File: config.mk
export PLATFORM = sky130hd
export DESIGN_NAME = branch_pc_table
export DESIGN_NICKNAME = d
export VERILOG_FILES = /design/src/rtl/branch_pc_table.sv
export SDC_FILE = /design/constraint.sdc
export NUM_CORES = 2
export LEC_CHECK = 0
export CELL_PAD_IN_SITES_DETAIL_PLACEMENT = 1
export CELL_PAD_IN_SITES_GLOBAL_PLACEMENT = 2
export CORE_ASPECT_RATIO = 1.25
export CORE_MARGIN = 1
export CORE_UTILIZATION = 40
export CTS_CLUSTER_SIZE = 40
export DETAILED_ROUTE_END_ITERATION = 8
export MAX_ROUTING_LAYER = met4
export PLACE_DENSITY_LB_ADDON = 0.1
export SLEW_MARGIN = 40
export SYNTH_ARGS = -nofsm -noshare
export SYNTH_HDL_FRONTEND = slang
export SYNTH_SLANG_ARGS = --single-unit
File: constraint.sdc
create_clock -name clk -period 9.12 [get_ports clk]
set_clock_uncertainty 0.1 [all_clocks]
set_input_delay 2.28 -clock clk [delete_from_list [all_inputs] [get_ports clk]]
set_output_delay 2.28 -clock clk [all_outputs]
set_load 0.02 [all_outputs]
File: src/rtl/branch_pc_table.sv
// Fully associative PC tag table feeding the two-bit predictor indices.
// Define BPT_TARGET_STORE_EN to keep per-entry branch targets for redirect.
module branch_pc_table #(
    parameter int ENTRIES = 64,
    parameter int PC_W    = 32,
    parameter int IDX_W   = 8
) (
    input  logic             clk,
    input  logic             reset,
    input  logic [PC_W-1:0]  lookup_pc,
    output logic             lookup_hit,
    output logic [PC_W-1:0]  lookup_target,
    output logic [IDX_W-1:0] pred_get_index,
    input  logic             resolve_valid,
    output logic             resolve_ready,
    input  logic [PC_W-1:0]  resolve_pc,
    input  logic             resolve_taken,
    input  logic [PC_W-1:0]  resolve_target,
    output logic             pred_set,
    output logic [IDX_W-1:0] pred_set_index,
    output logic             pred_feedback,
    output logic             pred_reset,
    output logic [IDX_W-1:0] pred_reset_index,
    input  logic             flush,
    output logic             busy
);
    localparam int RP_W = (ENTRIES > 1) ? $clog2(ENTRIES) : 1;
    localparam logic [RP_W-1:0] LAST = RP_W'(ENTRIES - 1);

    typedef enum logic {IDLE, FLUSH} state_t;

    state_t            state;
    logic [RP_W-1:0]   rp;
    logic [RP_W-1:0]   fc;
    logic [ENTRIES-1:0] valid;
    logic [PC_W-1:0]   tag [ENTRIES];

    logic              l_match;
    logic [RP_W-1:0]   l_idx;
    logic              r_hit;
    logic [RP_W-1:0]   r_idx;
    logic              vic_free;
    logic [RP_W-1:0]   vic;
    logic              accept;
    logic              alloc;

    always_comb begin
        l_match = 1'b0;
        l_idx   = '0;
        r_hit   = 1'b0;
        r_idx   = '0;
        for (int i = 0; i < ENTRIES; i++) begin
            if (valid[i] && tag[i] == lookup_pc) begin
                l_match = 1'b1;
                l_idx   = RP_W'(i);
            end
            if (valid[i] && tag[i] == resolve_pc) begin
                r_hit = 1'b1;
                r_idx = RP_W'(i);
            end
        end
    end

    // Descending scan so the lowest-index free slot wins.
    always_comb begin
        vic_free = 1'b0;
        vic      = rp;
        for (int i = ENTRIES - 1; i >= 0; i--) begin
            if (!valid[i]) begin
                vic_free = 1'b1;
                vic      = RP_W'(i);
            end
        end
    end

    assign resolve_ready  = (state == IDLE);
    assign busy           = (state == FLUSH);
    assign accept         = resolve_valid && resolve_ready && !flush;
    assign alloc          = accept && !r_hit && resolve_taken;
    assign lookup_hit     = l_match && (state == IDLE);
    assign pred_get_index = lookup_hit ? IDX_W'(l_idx) : '0;

    always_ff @(posedge clk) begin
        if (reset) begin
            state            <= FLUSH;
            valid            <= '0;
            rp               <= '0;
            fc               <= '0;
            pred_set         <= 1'b0;
            pred_set_index   <= '0;
            pred_feedback    <= 1'b0;
            pred_reset       <= 1'b0;
            pred_reset_index <= '0;
        end else begin
            pred_set   <= 1'b0;
            pred_reset <= 1'b0;
            unique case (state)
                IDLE: begin
                    if (flush) begin
                        valid <= '0;
                        fc    <= '0;
                        state <= FLUSH;
                    end else if (accept && r_hit) begin
                        pred_set       <= 1'b1;
                        pred_set_index <= IDX_W'(r_idx);
                        pred_feedback  <= resolve_taken;
                    end else if (alloc) begin
                        valid[vic]       <= 1'b1;
                        pred_reset       <= 1'b1;
                        pred_reset_index <= IDX_W'(vic);
                        if (!vic_free)
                            rp <= (rp == LAST) ? '0 : rp + 1'b1;
                    end
                end
                FLUSH: begin
                    pred_reset       <= 1'b1;
                    pred_reset_index <= IDX_W'(fc);
                    fc               <= fc + 1'b1;
                    if (fc == LAST) begin
                        fc    <= '0;
                        rp    <= '0;
                        state <= IDLE;
                    end
                end
                default: state <= IDLE;
            endcase
        end
    end

    always_ff @(posedge clk) begin
        if (alloc)
            tag[vic] <= resolve_pc;
    end

`ifdef BPT_TARGET_STORE_EN
    logic [PC_W-1:0] target [ENTRIES];

    always_ff @(posedge clk) begin
        if (alloc)
            target[vic] <= resolve_target;
        else if (accept && r_hit && resolve_taken)
            target[r_idx] <= resolve_target;
    end

    assign lookup_target = lookup_hit ? target[l_idx] : '0;
`else
    logic unused_target;
    assign unused_target = ^resolve_target;
    assign lookup_target = '0;
`endif

endmodule

==> run summary <==
In the global route stage, overall resource usage came out at 0.3700. STA classifies the critical path endpoint as an output pin. The max-capacitance violation count came out at 0. The count of cells in the finished layout, fillers not included, comes to 13.66k.

The share of the Yosys chip area taken by registers is 0.5483. Averaged over all synthesized cells, the footprint is 12.82 um^2. The fmax came out at 0.1105 GHz. TritonCTS built the clock tree. The library cell used most frequently in the layout, excluding fill and tap cells, is sky130_fd_sc_hd__xnor2_1. The number of antenna violations at the first check in global routing was 19.

The actual transition at the worst max-transition pin came out at 0.9416 ns. For this design, the CTS-stage hold fixing added 0 buffers. The classification of the worst-slack hold path is reg -> reg. At the end of the flow the core is filled with cells to 0.4720. The final layout contains routed wiring with a total length of 530.5 mm. The total number of vias is 81.59k. The horizontal die dimension is 482.7 um. The count of TritonRoute iterations in the first routing pass came out at 5. The most prevalent standard cell on the critical path is sky130_fd_sc_hd__buf_4. The initial standard-cell utilization of the core came out at 0.4020.

The number of DRC violations after detailed-routing iteration 0 came out at 9045. The commonest register cell after synthesis is sky130_fd_sc_hd__edfxtp_1. STA classifies the critical path startpoint as a primary input. The final count of negative-setup-slack endpoints came out at 0.

In this run, CTS created clock tree buffers numbering 243. For this design the top-level I/O count stands at 163. The final count of pins violating max slew came out at 0. The via count of the first global-routing pass is 83.57k.

After detailed routing, the number of vias per cell comes to 5.975. Walking the worst path, the cells encountered are clkbuf_8 > buf_4 > buf_16 > xnor2_1 > nand4_1 > nor4_1 > nand4_1 > or4_1 > buf_4 > buf_4 > nand4_1 > nor2_1 > nor2_1 > o211ai_1 > a2111oi_2 > buf_4 > nor2b_1 > buf_4 > clkdlybuf4s15_1. The worst-case hold slack is 0.3725 ns. The setup path with the least slack is of type in -> out.

In this run the vertical extent of the chip is 602.8 um. The remaining number of nets flagged by the antenna check after routing came out at 0. The post-layout minimum cycle time is 9.046 ns. In this run the power density over the cells is 173.4 mW/mm^2. The net count of the finished layout is 9777. The critical path's largest stage delay is 0.56 ns.

Power comes to 0.02351 W. Of the cells placed in the final design, the portion with a size suffix greater than 1 is 0.1359. The synthesized flop and latch total came out at 2140. The post-synthesis instance area came out at 0.1155 mm^2. Leaving out fill and tap cells, the most frequent cells in the layout are 3029 x sky130_fd_sc_hd__xnor2_1, 2048 x sky130_fd_sc_hd__edfxtp_1, 1036 x sky130_fd_sc_hd__xor2_1, 805 x sky130_fd_sc_hd__nand4_1, 552 x sky130_fd_sc_hd__buf_4.

The mean routed wirelength per cell came out at 38.85 um. Across the VDD grid, the largest voltage drop is 155.8 uV. The required time of the worst setup path is 6.74 ns. Along the worst path, the maximum fanout reaches 12. The remaining global-route overflow is 0. The async set-or-reset flop fraction in the synthesized netlist is 0.

The final period utilization is 0.9919. The port buffer count came out at 92. The detailed-route DRC error count came out at 0. The area of the core region is 0.2874 mm^2.

The maximum number of pins on one net before global-route repair came out at 54. The count of unique library cells instantiated by Yosys is 70. The slowest stage of the critical path is the sky130_fd_sc_hd__or4_1 cell.

Counting every sink on the clock net gives 2140. The smallest setup slack after layout came out at 0.07378 ns. The maximum root-to-sink buffer count came out at 4. The number of placed instances, taps included, is 13.18k. The buffers plus inverters on the worst setup path came out at 8. The wire length of the first global-routing pass is 717.4 mm. Clock latency on the worst-skew pair, taken at its later pin, is 0.96 ns. The cell sitting at the root of the clock tree is a sky130_fd_sc_hd__clkbuf_16. The HPWL reported at the end of detailed placement is 360.4 mm.

The synthesized design contains 2048 enable-type register cells. The headroom to the max-slew limit is 0.3723. At the end of routability-driven placement, the weighted congestion stood at 0.9375.

The cell family with the largest share of critical-path delay is buffers and inverters. At the worst endpoint, the arrival time is 6.67 ns. The H-tree was split into 4 levels. The layout overhead on the synthesized area came out at 17.41%.

The clock-pin slew reported for the worst setup and hold paths after clock tree synthesis came out at 0.06 ns. Setup repair after global routing left no endpoint under its margin. The cell count after synthesis came out at 9011.

The worst slack after detailed placement came out at -1.016 ns. For this design the static power due to leakage is 42.03 nW. The synthesis warning total came out at 0. The die area came out at 0.2910 mm^2. The flow ran to the end, and the final reports show no timing, DRC or antenna violations. The number of standard-cell rows in the floorplan came out at 220. The final hold violation count was 0.
[metrics by stage]
stage | area [um^2] | TNS [ns]
CTS | 135500 | 0
global route | 135600 | 0
detailed placement | 127000 | -1.643
global placement | 127000 | -1.539
finish | 135600 | 0
floorplan | 115700 | 0
[flip-flops by register name, summed over array words and instances (netlist names), 6 cells and up]
signal and flops:
tag 2048, fc 6, rp 6, valid 64, pred_set_index 6, pred_reset_index 6
[power breakdown]
| group | leakage (nW) | switching, W | total (W) | internal [W] |
|---|---|---|---|---|
| Clock | 3.87 | 0.00435 | 0.0102 | 0.00581 |
| Combinational | 19.0 | 0.00174 | 0.00260 | 0.000858 |
| Sequential | 19.1 | 0.00000173 | 0.0108 | 0.0108 |
[final timing paths]
kind                                  start                             end  slack [ns]  cells after the start
max                           lookup_pc[28]               pred_get_index[2]        0.07                     19
min          pred_set_index[5]$_SDFFE_PP0P_  pred_set_index[5]$_SDFFE_PP0P_        0.37                      2
max reg2reg          valid[63]$_SDFFE_PP0P_           tag[19][16]$_DFFE_PP_        2.91                     18
min reg2reg  pred_set_index[5]$_SDFFE_PP0P_  pred_set_index[5]$_SDFFE_PP0P_        0.37                      2
[logic make-up (layout without fill, tap and decap cells)]
group / after synthesis / in the layout / synth area share
other cells: 1 / 48 / 0.00003246
mux: 10 / 10 / 0.0008773
buf+inv: 574 / 1397 / 0.03131
simple gates: 1945 / 1945 / 0.09650
xor+xnor: 4066 / 4066 / 0.3083
compound gates: 273 / 273 / 0.01450
fa+ha+maj: 2 / 2 / 0.0002166
flops: 2140 / 2140 / 0.5483
[metal layers]
layer	track usage	vias up	part of all wire
li1	-	33470	-
met1	0.4679	43910	0.41
met2	0.6016	3340	0.48
met3	0.03893	870	0.058
met4	0.1563	0	0.050
met5	-	-	0
[worst min-delay path, cell delays in order, from the launching register on]
cell and delay, ns:
sky130_fd_sc_hd__dfxtp_1 0.31, sky130_fd_sc_hd__nand2_1 0.06, sky130_fd_sc_hd__a21oi_1 0.05
[synthesized netlist by cell type, types with 4 or more instances]
cell type                   count  share of area
sky130_fd_sc_hd__a2111oi_0      7        0.00053
sky130_fd_sc_hd__a211oi_1       8        0.00052
sky130_fd_sc_hd__a21boi_0       7        0.00045
sky130_fd_sc_hd__a21oi_1       43         0.0019
sky130_fd_sc_hd__a221oi_1       6        0.00045
sky130_fd_sc_hd__a222oi_1       5        0.00043
sky130_fd_sc_hd__a31oi_1       16        0.00087
sky130_fd_sc_hd__a41oi_1        5        0.00038
sky130_fd_sc_hd__and2_1        12        0.00065
sky130_fd_sc_hd__and3_1        16        0.00087
sky130_fd_sc_hd__buf_1         93         0.0030
sky130_fd_sc_hd__buf_2         98         0.0042
sky130_fd_sc_hd__buf_4        152         0.0099
sky130_fd_sc_hd__buf_6         95         0.0093
sky130_fd_sc_hd__buf_8          5        0.00065
sky130_fd_sc_hd__clkbuf_1      68         0.0022
sky130_fd_sc_hd__dfxtp_1       92          0.016
sky130_fd_sc_hd__edfxtp_1    2048           0.53
sky130_fd_sc_hd__inv_1         61         0.0020
sky130_fd_sc_hd__mux2i_1        9        0.00078
sky130_fd_sc_hd__nand2_1      191         0.0062
sky130_fd_sc_hd__nand2_2        4        0.00022
sky130_fd_sc_hd__nand2b_1      12        0.00065
sky130_fd_sc_hd__nand3_1      174         0.0075
sky130_fd_sc_hd__nand3b_1       5        0.00032
sky130_fd_sc_hd__nand4_1      805          0.044
sky130_fd_sc_hd__nor2_1       161         0.0052
sky130_fd_sc_hd__nor2b_1       12        0.00065
sky130_fd_sc_hd__nor3_1        78         0.0034
sky130_fd_sc_hd__nor4_1       354          0.019
sky130_fd_sc_hd__o2111ai_1     10        0.00076
sky130_fd_sc_hd__o211ai_1      10        0.00065
sky130_fd_sc_hd__o21ai_0       92         0.0040
sky130_fd_sc_hd__o21ai_1       33         0.0014
sky130_fd_sc_hd__o22ai_1        8        0.00043
sky130_fd_sc_hd__or3_1         12        0.00065
sky130_fd_sc_hd__or4_1         91         0.0059
sky130_fd_sc_hd__xnor2_1     3030           0.23
sky130_fd_sc_hd__xor2_1      1036          0.079
[final cells by class]
cell class	instances	area [um^2]
well taps	3774	4722
repair buffers	892	10230
flip-flops and latches	2140	63340
inverters	63	236.5
fillers	29240	151700
clock buffers	316	6518
multi-input cells	6334	49190
clock inverters	126	1361
diodes	10	25.02
[what timing repair did]
| action | 4_1_cts | 5_1_grt |
|---|---|---|
| resized for setup | 75 | 22 |
| hold endpoints to repair | 0 | 0 |
| buffers inserted | 17 | 0 |
| gates cloned | 3 | 0 |
| setup endpoints to repair | 2 | 2 |
| pin swaps | 2 | 6 |
Power figures use the tool's default switching activity.
